$ cat src/rtl/block_nest_checker_pkg.sv
`default_nettype none
// ============================================================================
// Module      : block_chk_pkg
// Description : Shared matcher states, ASCII constants and character helpers
//               for the BEGIN/END nesting checker.
// Revision    : 1.0 - initial release
// ============================================================================
package block_chk_pkg;

    typedef enum logic [3:0] {
        S_IDLE  = 4'd0,
        S_B     = 4'd1,
        S_BE    = 4'd2,
        S_BEG   = 4'd3,
        S_BEGI  = 4'd4,
        S_BEGIN = 4'd5,
        S_E     = 4'd6,
        S_EN    = 4'd7,
        S_END   = 4'd8,
        S_OTHER = 4'd9
    } kw_state_t;

    localparam logic [7:0] c_space    = 8'h20;
    localparam logic [7:0] c_tab      = 8'h09;
    localparam logic [7:0] c_lf       = 8'h0A;
    localparam logic [7:0] c_cr       = 8'h0D;
    localparam logic [7:0] c_comma    = 8'h2C;
    localparam logic [7:0] c_semi     = 8'h3B;
    localparam logic [7:0] c_case_bit = 8'h20;

    function automatic logic is_delim(input logic [7:0] ch, input logic punct);
        logic r;
        r = (ch == c_space);
        if (punct) begin
            r = r || (ch == c_tab) || (ch == c_lf) || (ch == c_cr)
                  || (ch == c_comma) || (ch == c_semi);
        end
        return r;
    endfunction

    function automatic logic [7:0] fold_lower(input logic [7:0] ch);
        return ((ch >= 8'h41) && (ch <= 8'h5A)) ? (ch | c_case_bit) : ch;
    endfunction

endpackage
`default_nettype wire

$ cat src/rtl/block_nest_checker_kw_matcher.sv
`default_nettype none
// ============================================================================
// Module      : kw_matcher
// Description : Word-level recogniser for the keywords "begin" and "end".
// Revision    : 1.0 - initial release
// ============================================================================
module kw_matcher
    import block_chk_pkg::*;
(
    input  wire logic       clk,
    input  wire logic       rst,
    input  wire logic       i_in_valid,
    input  wire logic [7:0] i_ch,
    input  wire logic       i_delim,
    output logic            o_at_begin,
    output logic            o_at_end,
    output logic            o_commit_begin,
    output logic            o_commit_end,
    output logic            o_next_begin,
    output logic            o_next_end
);

    kw_state_t r_state;
    kw_state_t w_next;

    always_comb begin
        w_next         = r_state;
        o_commit_begin = 1'b0;
        o_commit_end   = 1'b0;
        if (i_in_valid) begin
            if (i_delim) begin
                o_commit_begin = (r_state == S_BEGIN);
                o_commit_end   = (r_state == S_END);
                w_next         = S_IDLE;
            end else begin
                // Any letter that breaks a keyword prefix drops to OTHER until the next delimiter
                case (r_state)
                    S_IDLE:  w_next = (i_ch == "b") ? S_B :
                                      (i_ch == "e") ? S_E : S_OTHER;
                    S_B:     w_next = (i_ch == "e") ? S_BE    : S_OTHER;
                    S_BE:    w_next = (i_ch == "g") ? S_BEG   : S_OTHER;
                    S_BEG:   w_next = (i_ch == "i") ? S_BEGI  : S_OTHER;
                    S_BEGI:  w_next = (i_ch == "n") ? S_BEGIN : S_OTHER;
                    S_E:     w_next = (i_ch == "n") ? S_EN    : S_OTHER;
                    S_EN:    w_next = (i_ch == "d") ? S_END   : S_OTHER;
                    default: w_next = S_OTHER;
                endcase
            end
        end
    end

    always_ff @(posedge clk) begin
        if (rst) begin
            r_state <= S_IDLE;
        end else begin
            r_state <= w_next;
        end
    end

    assign o_at_begin   = (r_state == S_BEGIN);
    assign o_at_end     = (r_state == S_END);
    assign o_next_begin = (w_next == S_BEGIN);
    assign o_next_end   = (w_next == S_END);

endmodule
`default_nettype wire

$ cat config.mk
export PLATFORM = sky130hd
export DESIGN_NAME = kw_matcher
export DESIGN_NICKNAME = d
export VERILOG_FILES = /design/src/rtl/block_nest_checker_pkg.sv /design/src/rtl/block_nest_checker_kw_matcher.sv
export SDC_FILE = /design/constraint.sdc
export NUM_CORES = 1
export LEC_CHECK = 0
export ABC_AREA = 1
export CAP_MARGIN = 40
export CORE_MARGIN = 3
export CORE_UTILIZATION = 40
export DETAILED_ROUTE_END_ITERATION = 8
export GPL_ROUTABILITY_DRIVEN = 0
export PLACE_DENSITY = 0.73
export SLEW_MARGIN = 5
export SYNTH_ARGS = -nofsm -noshare
export SYNTH_HDL_FRONTEND = slang
export SYNTH_SLANG_ARGS = --single-unit
$ cat constraint.sdc
create_clock -name clk -period 1.4 [get_ports clk]
set_input_delay 0.28 -clock clk [delete_from_list [all_inputs] [get_ports clk]]
set_output_delay 0.28 -clock clk [all_outputs]
set_load 0.02 [all_outputs]
==> qor.yml <==
die_w_um: 44.30
drive_gt1_share_pct: 69.09
clock_path_buffers: 2
reg_top3: "r_state (4)"
outcome: "complete, but fails checks"
most-common-layout-cells: "buf_4, nand2_1, nand2_2, nor2_4, nor2_1"
cts_sinks: 4
worstHoldStart: "rst"
post-route-period-util_pct: 141.8
cp.required_ns: 1.12
vias: 1082
grt_start_max_net_pins: 6
r2r-start: "r_state[3]"
antenna_left: 0
wl_per_cell_um: 19.27
start_util_pct: 44.00
p_leak_nw: 0.6114
end_kind: "output port"
ir_drop_v: 0.0006519
synth_cell_types: 15
synth_cells: 116
htreeDepth: 1
top_register: "r_state"
tightest_slew_ns: 0.3053
startpoint: "i_ch[2]"
drt-initial-drc-count: 67
syn_nets: 128
cp_max_fo: 3
clkTransAtPathRegs_ns: 0.03
fmax_ghz: 0.5038
first_global_vias: 912
critPathKind: "input pin to output port"
fin_cells: 180
clockRootBuffer: "clkbuf_4"
start_kind: "input pin"
violations: "setup timing"
grt_pass1_wl_um: 3732
drc: 0
first_pass_iters: 5
pin_count: 18
critPathArrivalTime_ns: 1.70
hold_class: "input pin to flip-flop"
die_y_um: 44.30
portBuffers: 17
slew_violations: 0
synth_area_um2: 586.8
fp-row-count: 13
post-route-min-period_ns: 1.985
rsz0062_at_grt: "yes"
seq_area_frac_synth_pct: 13.65
core_area_um2: 1334
antenna_found_initial: 0
ys_seq_elements: 4
nets: 179
drv_cap: 0
insertedDiodeCount: 0
finalHoldViolations: 0
dp_cells: 169
syn_area_per_cell_um2: 5.059
p_per_area_nw_per_um2: 430.7
cts_buffers: 3
setup_violations: 8
ctsHoldBuffers: 0
final_util_pct: 94.18
drt-vias-per-instance: 6.011
largest_reg_flops: 4
die_area_um2: 1962
dp_hpwl_um: 1496
skew_ns: 0.008664
syn_to_final_growth_pct: 114.1
clock_latency_ns: 0.24
track_usage_pct: 26.48
setup_slack_ns: -0.5848
grt.overflow.total: 0
final_common_cell: "buf_4"
slew_headroom_pct: 79.57
routed_wl_um: 3469
tritoncts: "yes"
yosys_warnings: 0
-- per-layer routing --
layer  vias to the layer above  part of all wire, %  track usage, %
met4                         0                  7.6           18.07
li1                        453                    -               -
met1                       491                   36           29.02
met2                       103                   46           47.38
met3                        35                  9.7           2.439
met5                         -                    0               0
-- cells by family (layout without fill, tap and decap cells) --
family                 Yosys count  in the layout  share of synthesized area [%]
AO/OA/AOI/OAI                    4              4                          3.412
buffers and inverters           18             66                          12.79
flip-flops                       4              4                          13.65
AND/OR/NAND/NOR                 90             91                          70.15
-- synth_stat cells --
master,n,area (um2)
nand2_1,41,153.9
nor2_1,22,82.58
inv_1,10,37.54
nand3_1,9,45.04
inv_2,7,26.28
nand2_2,7,43.79
a21oi_1,4,20.02
dfxtp_1,4,80.08
nor2_2,3,18.77
and2_4,2,17.52
nand4_1,2,12.51
nor2_4,2,22.52
buf_6,1,11.26
nand3_2,1,10.01
nor3_1,1,5.000
-- path summary, 6_finish.rpt --
path	end	slack, ns	depth (start not counted)
setup / recovery	o_next_end	-0.58	14
hold / removal	r_state[2]	0.74	2
setup reg to reg	r_state[1]	-0.23	12
hold reg to reg	r_state[3]	0.77	3
-- per-stage QoR --
step                setup slack, ns   power, W  TNS (ns)  area, um2  hold WS, ns
floorplan                  -0.06550  0.0002266   -0.1840      630.6       0.3417
finish                      -0.5848  0.0005411    -2.154       1256       0.7443
detailed placement           -1.420  0.0003188    -6.909      973.4       0.6770
global route                -0.6602  0.0005585    -2.522       1256       0.7539
CTS                         -0.4369  0.0004900    -1.333       1126       0.6670
global placement             -1.364  0.0003142    -6.623      973.4       0.6475
-- layout make-up --
class | count | area (um2)
multi-input cells | 95 | 661.9
inverters | 17 | 83.83
repair buffers | 46 | 376.6
fillers | 42 | 77.57
clock buffers | 3 | 22.52
well taps | 15 | 18.77
flip-flops and latches | 4 | 92.59
-- worst max-delay path, stage by stage --
cell,delay (ns)
clkdlybuf4s15_2,0.23
inv_1,0.13
nand2_1,0.10
nor2_1,0.15
nand2_1,0.10
nand3_2,0.10
nand2_1,0.08
inv_1,0.08
nand2_1,0.06
nand2_2,0.10
nand2_2,0.06
nand2_2,0.08
nor2_4,0.04
buf_6,0.12
-- report_power, final --
part	switching [W]	internal (W)
clock network	0.0000485	0.0000960
registers	0.00000863	0.000114
logic	0.000158	0.000116
total	0.000215	0.000326
-- timing repair --
action,in CTS,in global routing
setup buffers,4,4
gates cloned,1,0
resized for setup,100,32
pin swaps,17,20
setup endpoints to repair,10,8
(Power assumes the default switching activity.)
